### config.mk
export PLATFORM = sky130hd
export DESIGN_NAME = thermometer_decoder_flat
export DESIGN_NICKNAME = d
export VERILOG_FILES = /design/src/rtl/tdc_pkg.sv /design/src/rtl/thermometer_decoder_if.sv /design/src/rtl/thermo_expand.sv /design/src/rtl/thermometer_decoder.sv /design/src/flat_wrapper.sv
export SDC_FILE = /design/constraint.sdc
export NUM_CORES = 1
export LEC_CHECK = 0
export BUFFER_PORTS_ARGS = -buffer_cell sky130_fd_sc_hd__buf_2
export CORE_UTILIZATION = 45
export DETAILED_ROUTE_END_ITERATION = 16
export GPL_TIMING_DRIVEN = 0
export PLACE_DENSITY = 0.8
export SETUP_SLACK_MARGIN = 0.15
export SLEW_MARGIN = 0
export SYNTH_ARGS = -nofsm -noshare
export SYNTH_HDL_FRONTEND = slang
export SYNTH_SLANG_ARGS = --single-unit
### constraint.sdc
create_clock -name clk -period 5.3 [get_ports clk]
set_clock_uncertainty 0.1 [all_clocks]
set_input_delay 0.265 -clock clk [delete_from_list [all_inputs] [get_ports clk]]
set_output_delay 0.265 -clock clk [all_outputs]
set_load 0.05 [all_outputs]
### src/rtl/tdc_pkg.sv
// Shared TDC datapath constants and types.
// Used by the thermometer decoder and encoder.
package tdc_pkg;

  localparam int BIN_WIDTH    = 5;
  localparam int THERMO_WIDTH = 32;
  localparam int DWELL_WIDTH  = 8;

  typedef enum logic [1:0] {
    IDLE  = 2'b00,
    EMIT  = 2'b01,
    DWELL = 2'b10
  } sweep_state_t;

endpackage

### src/rtl/thermometer_decoder_if.sv
// Direct-code input stream and thermometer output stream.
// The decoder takes the slave side.
interface thermometer_decoder_if #(
  parameter int BIN_WIDTH    = tdc_pkg::BIN_WIDTH,
  parameter int THERMO_WIDTH = tdc_pkg::THERMO_WIDTH
);

  logic                    in_valid;
  logic                    in_ready;
  logic [BIN_WIDTH-1:0]    in_bin;
  logic                    out_valid;
  logic                    out_ready;
  logic [THERMO_WIDTH-1:0] out_thermo;
  logic [BIN_WIDTH-1:0]    out_bin;

  modport master (
    output in_valid,
    output in_bin,
    output out_ready,
    input  in_ready,
    input  out_valid,
    input  out_thermo,
    input  out_bin
  );

  modport slave (
    input  in_valid,
    input  in_bin,
    input  out_ready,
    output in_ready,
    output out_valid,
    output out_thermo,
    output out_bin
  );

endinterface

### src/rtl/thermo_expand.sv
// Combinational binary code to thermometer word.
// Bit i is set when i is below the code.
module thermo_expand #(
  parameter int BIN_WIDTH    = 5,
  parameter int THERMO_WIDTH = 32
) (
  input  logic [BIN_WIDTH-1:0]    code,
  output logic [THERMO_WIDTH-1:0] thermo
);

  always_comb begin
    thermo = '0;
    for (int i = 0; i < THERMO_WIDTH; i++) begin
      thermo[i] = (i < int'(code));
    end
  end

endmodule

### src/rtl/thermometer_decoder.sv
// Registered binary-to-thermometer decoder with
// a built-in ramp sequencer for TDC test patterns.
module thermometer_decoder #(
  parameter int BIN_WIDTH    = 5,
  parameter int THERMO_WIDTH = 32,
  parameter int DWELL_WIDTH  = 8
) (
  input  logic                   clk,
  input  logic                   rst_n,
  thermometer_decoder_if.slave   bus,
  input  logic                   sweep_start,
  input  logic                   sweep_abort,
  input  logic [BIN_WIDTH-1:0]   sweep_lo,
  input  logic [BIN_WIDTH-1:0]   sweep_hi,
  input  logic [DWELL_WIDTH-1:0] sweep_dwell,
  output logic                   busy,
  output logic                   sweep_done
);

  import tdc_pkg::*;

  sweep_state_t state;
  sweep_state_t state_nx;

  logic [BIN_WIDTH-1:0]    cur;
  logic [BIN_WIDTH-1:0]    cur_nx;
  logic [BIN_WIDTH-1:0]    hi_q;
  logic [BIN_WIDTH-1:0]    load_bin;
  logic [BIN_WIDTH-1:0]    bin_q;
  logic [DWELL_WIDTH-1:0]  dcnt;
  logic [DWELL_WIDTH-1:0]  dcnt_nx;
  logic [DWELL_WIDTH-1:0]  dwell_q;
  logic [THERMO_WIDTH-1:0] load_thermo;
  logic [THERMO_WIDTH-1:0] thermo_q;

  logic valid_q;
  logic done_q;
  logic done_nx;
  logic rdy_en;
  logic rdy;
  logic free;
  logic load;
  logic latch;
  logic step;

  assign free = !valid_q || bus.out_ready;

  thermo_expand #(
    .BIN_WIDTH    (BIN_WIDTH),
    .THERMO_WIDTH (THERMO_WIDTH)
  ) u_expand (
    .code   (load_bin),
    .thermo (load_thermo)
  );

  always_comb begin
    state_nx = state;
    cur_nx   = cur;
    dcnt_nx  = dcnt;
    done_nx  = 1'b0;
    rdy      = 1'b0;
    load     = 1'b0;
    load_bin = cur;
    latch    = 1'b0;
    step     = 1'b0;
    unique case (state)
      IDLE: begin
        if (sweep_start) begin
          latch    = 1'b1;
          cur_nx   = sweep_lo;
          state_nx = EMIT;
        end else begin
          rdy      = rdy_en && free;
          load     = rdy && bus.in_valid;
          load_bin = bus.in_bin;
        end
      end
      EMIT: begin
        if (sweep_abort) begin
          state_nx = IDLE;
          done_nx  = 1'b1;
        end else if (free) begin
          load    = 1'b1;
          dcnt_nx = dwell_q;
          if (dwell_q == '0) begin
            step = 1'b1;
          end else begin
            state_nx = DWELL;
          end
        end
      end
      DWELL: begin
        if (sweep_abort) begin
          state_nx = IDLE;
          done_nx  = 1'b1;
        end else if (dcnt == '0) begin
          step = 1'b1;
        end else begin
          dcnt_nx = dcnt - DWELL_WIDTH'(1);
        end
      end
      default: state_nx = IDLE;
    endcase
    // ">=" also ends a ramp whose lo exceeds hi
    if (step) begin
      if (cur >= hi_q) begin
        state_nx = IDLE;
        done_nx  = 1'b1;
      end else begin
        cur_nx   = cur + BIN_WIDTH'(1);
        state_nx = EMIT;
      end
    end
  end

  always_ff @(posedge clk or negedge rst_n) begin
    if (!rst_n) begin
      state   <= IDLE;
      cur     <= '0;
      dcnt    <= '0;
      hi_q    <= '0;
      dwell_q <= '0;
      done_q  <= 1'b0;
      rdy_en  <= 1'b0;
    end else begin
      state  <= state_nx;
      cur    <= cur_nx;
      dcnt   <= dcnt_nx;
      done_q <= done_nx;
      rdy_en <= 1'b1;
      if (latch) begin
        hi_q    <= sweep_hi;
        dwell_q <= sweep_dwell;
      end
    end
  end

  always_ff @(posedge clk or negedge rst_n) begin
    if (!rst_n) begin
      valid_q  <= 1'b0;
      thermo_q <= '0;
      bin_q    <= '0;
    end else if (load) begin
      valid_q  <= 1'b1;
      thermo_q <= load_thermo;
      bin_q    <= load_bin;
    end else if (bus.out_ready) begin
      valid_q  <= 1'b0;
    end
  end

  assign bus.in_ready   = rdy;
  assign bus.out_valid  = valid_q;
  assign bus.out_thermo = thermo_q;
  assign bus.out_bin    = bin_q;
  assign busy           = (state != IDLE);
  assign sweep_done     = done_q;

endmodule

### src/flat_wrapper.sv
// flat-port wrapper written by rule: the top's interface ports become plain ports
module thermometer_decoder_flat import tdc_pkg::*;
#(
  parameter int BIN_WIDTH    = 5,
  parameter int THERMO_WIDTH = 32,
  parameter int DWELL_WIDTH  = 8
)
  (clk, rst_n, sweep_start, sweep_abort, sweep_lo, sweep_hi, sweep_dwell, busy, sweep_done, bus_in_valid, bus_in_bin, bus_out_ready, bus_in_ready, bus_out_valid, bus_out_thermo, bus_out_bin);
  thermometer_decoder_if #(.BIN_WIDTH(BIN_WIDTH), .THERMO_WIDTH(THERMO_WIDTH)) bus_i ();
  input  logic clk;
  input  logic rst_n;
  input  logic sweep_start;
  input  logic sweep_abort;
  input  logic [BIN_WIDTH-1:0] sweep_lo;
  input  logic [BIN_WIDTH-1:0] sweep_hi;
  input  logic [DWELL_WIDTH-1:0] sweep_dwell;
  output logic busy;
  output logic sweep_done;
  input wire logic [$bits(bus_i.in_valid)-1:0] bus_in_valid;
  input wire logic [$bits(bus_i.in_bin)-1:0] bus_in_bin;
  input wire logic [$bits(bus_i.out_ready)-1:0] bus_out_ready;
  output wire logic [$bits(bus_i.in_ready)-1:0] bus_in_ready;
  output wire logic [$bits(bus_i.out_valid)-1:0] bus_out_valid;
  output wire logic [$bits(bus_i.out_thermo)-1:0] bus_out_thermo;
  output wire logic [$bits(bus_i.out_bin)-1:0] bus_out_bin;
  assign bus_i.in_valid = bus_in_valid;
  assign bus_i.in_bin = bus_in_bin;
  assign bus_i.out_ready = bus_out_ready;
  assign bus_in_ready = bus_i.in_ready;
  assign bus_out_valid = bus_i.out_valid;
  assign bus_out_thermo = bus_i.out_thermo;
  assign bus_out_bin = bus_i.out_bin;
  thermometer_decoder #(.BIN_WIDTH(BIN_WIDTH), .THERMO_WIDTH(THERMO_WIDTH), .DWELL_WIDTH(DWELL_WIDTH)) u_core (.clk(clk), .rst_n(rst_n), .bus(bus_i), .sweep_start(sweep_start), .sweep_abort(sweep_abort), .sweep_lo(sweep_lo), .sweep_hi(sweep_hi), .sweep_dwell(sweep_dwell), .busy(busy), .sweep_done(sweep_done));
endmodule
==> summary.txt <==
global-route wire length before repair - 12730 µm
Die Wd - 89.32 µm
top-level I/O count - 70
crit path kind - flop to flop
CP most frequent cell - a21oi_1
TNS Setup - 0 ns
clock slew at reported path FFs - 0.07 ns
crit path max fanout - 8
CTS Sinks - 66
CTS tree - done
hpwl dp - 5781 µm
maximum VDD drop - 0.3413 mV
die area - 7977 µm²
layout cells sized above 1 - 0.3106
synthesized area - 3431 µm²
max-slew violation count - 0
Inserted Clock Buffers - 9
hold_buf cts - 1
Syn Area/Cell - 10.09 µm²
routed wire length - 8016 µm
Critical Path RT - 5.42 ns
Area Overhead vs Synth - 20.02%
Final Non-Filler Cells - 524
FFs w/ async S/R, synth - 1.000
Rows - 31
grt total ovfl - 0
antenna violations before repair - 0
RSZ-0062 raised after global routing - no
Seq/Total Area, Yosys - 0.4814
Starting Density - 0.4705
H-Tree Level Count - 3
Via Count - 2782
most frequent cells in the layout - buf_2 (72), dfrtp_1 (66), nand2_1 (56), o21ai_1 (34)
utilization after layout - 0.5647
hold_ws - 0.04750 ns
synth warn - 0
Tot GR Track Use - 0.2130
Syn Nets - 380
Setup crit end kind - flop
CP max stage cell - mux2i_1
max-cap viol count - 0
Root Buffer - clkbuf_8
# resized after CTS - 0
core area - 7292 µm²
Startpoint Class - flop
vias per cell - 5.309
I/O Buffers - 68
fin area - 4118 µm²
main flop type after synthesis - dfrtp_1
most common cell after layout, fill and taps aside - buf_2
Final Worst Setup Slack - 2.955 ns
DRT iter0 DRCs - 208
Final period util - 0.4424
# setup viols final - 0
Nets - 460
1st-pass router iterations - 4
Clk Latency, worst-skew pair - 0.34 ns
critical path cell sequence - inv_1, ha_1, nand2b_1, buf_4, mux2i_1, a21oi_1, a21oi_1, o21ai_1
max incr delay on CP - 0.53 ns
Inst Count DP - 507
Min Clock Period, post-route - 2.345 ns
Synth Register Bits - 66
antenna diode count - 0
placed cell area - 3897 µm²
EDFF count, synth - 0
largest net degree at the start of global routing - 67
gpl congestion - 0.8791
cell count after synthesis - 340
post-route ant nets - 0
# Post-CTS Setup Buffers - 0
Die Ht - 89.32 µm
Design Power - 3.050 mW
PD cells - 740.7 nW/µm²
clock buffer depth - 2
Peak Freq - 426.5 MHz
final hold vios - 0
worst slack, placed - 3.014 ns
Hold WC Path Type - input pin to flop
DRC viols - 0
leakage power - 1.982 nW
Slew @ Worst Pin - 0.8438 ns
relative slew slack - 0.4375
status - finished, final reports clean
vias in the first global route - 2619
WL/cell - 15.30 µm
crit path DAT - 2.46 ns
Yosys cell types - 58
==> final timing paths <==
check | from | cells after the start | to | slack, ns
worst max-delay path | u_core.state[0] | 8 | u_core.bus.out_thermo[12] | 2.96
worst min-delay path | sweep_hi[0] | 2 | u_core.hi_q[0] | 0.05
worst max register to register | u_core.state[0] | 8 | u_core.bus.out_thermo[12] | 2.96
worst min register to register | u_core.bus.out_thermo[30] | 2 | u_core.bus.out_thermo[30] | 0.36
max in group asynchronous | rst_n | 2 | u_core.bus.out_bin[3] | 4.08
min in group asynchronous | rst_n | 2 | u_core.hi_q[3] | 0.47
==> cells in the mapped netlist, types with 7 or more instances <==
master | n | area (µm²)
a21oi_1 | 15 | 75.07
buf_4 | 7 | 52.55
dfrtp_1 | 66 | 1652
ha_1 | 11 | 137.6
inv_1 | 14 | 52.55
mux2_2 | 15 | 168.9
mux2i_1 | 11 | 110.1
nand2_1 | 56 | 210.2
nand3_1 | 8 | 40.04
nor2_1 | 13 | 48.80
o21ai_0 | 9 | 45.04
o21ai_1 | 34 | 170.2
==> logic make-up after synthesis <==
group,after synthesis,synth area share
flops,66,0.4814
compound gates,86,0.1532
simple gates,110,0.1696
fa+ha+maj,11,0.04012
xor+xnor,3,0.007660
other cells,2,0.002189
mux,30,0.1010
buf+inv,32,0.04486
==> sequential cells by signal (all words and copies together), names as in the netlist <==
register,flops
u_core.bus.out_thermo,31
u_core.dcnt,8
u_core.dwell_q,8
u_core.cur,5
u_core.hi_q,5
u_core.bus.out_bin,4
u_core.state,2
u_core.bus.out_valid,1
u_core.rdy_en,1
u_core.sweep_done,1
==> critical path, delay by kind of cell, from the launching register on <==
family	cells	cell delay [ns]
fa+ha+maj	1	0.29
mux	1	0.53
flops	1	0.35
simple gates	1	0.10
buf+inv	2	0.27
compound gates	3	0.58
==> report_power, final <==
part / switching, mW / internal, mW / leakage [nW] / total (mW)
Combinational: 1.12 / 0.525 / 1.07 / 1.65
Clock: 0.198 / 0.265 / 0.107 / 0.462
Sequential: 0.199 / 0.740 / 0.801 / 0.939
Total: 1.52 / 1.53 / 1.98 / 3.05
==> metal layers <==
metal  global-route usage  share of wire  wire length (µm)  vias up
met5                    0              0                 0        -
met4              0.08225          0.020               163        0
met3              0.04432          0.050               404       17
met2               0.3338           0.47              3800       87
met1               0.2917           0.45              3647     1333
li1                     -              -                 -     1345
==> area by class of cell <==
type,count,area [µm²]
Buffer,18,101.3
Clock buffer,11,131.4
Clock inverter,5,78.83
Fill cell,655,3174
Inverter,14,52.55
Multi-Input combinational cell,242,1625
Sequential cell,66,1652
Tap cell,99,123.9
Timing Repair Buffer,69,352.8
(Power assumes the default switching activity.)
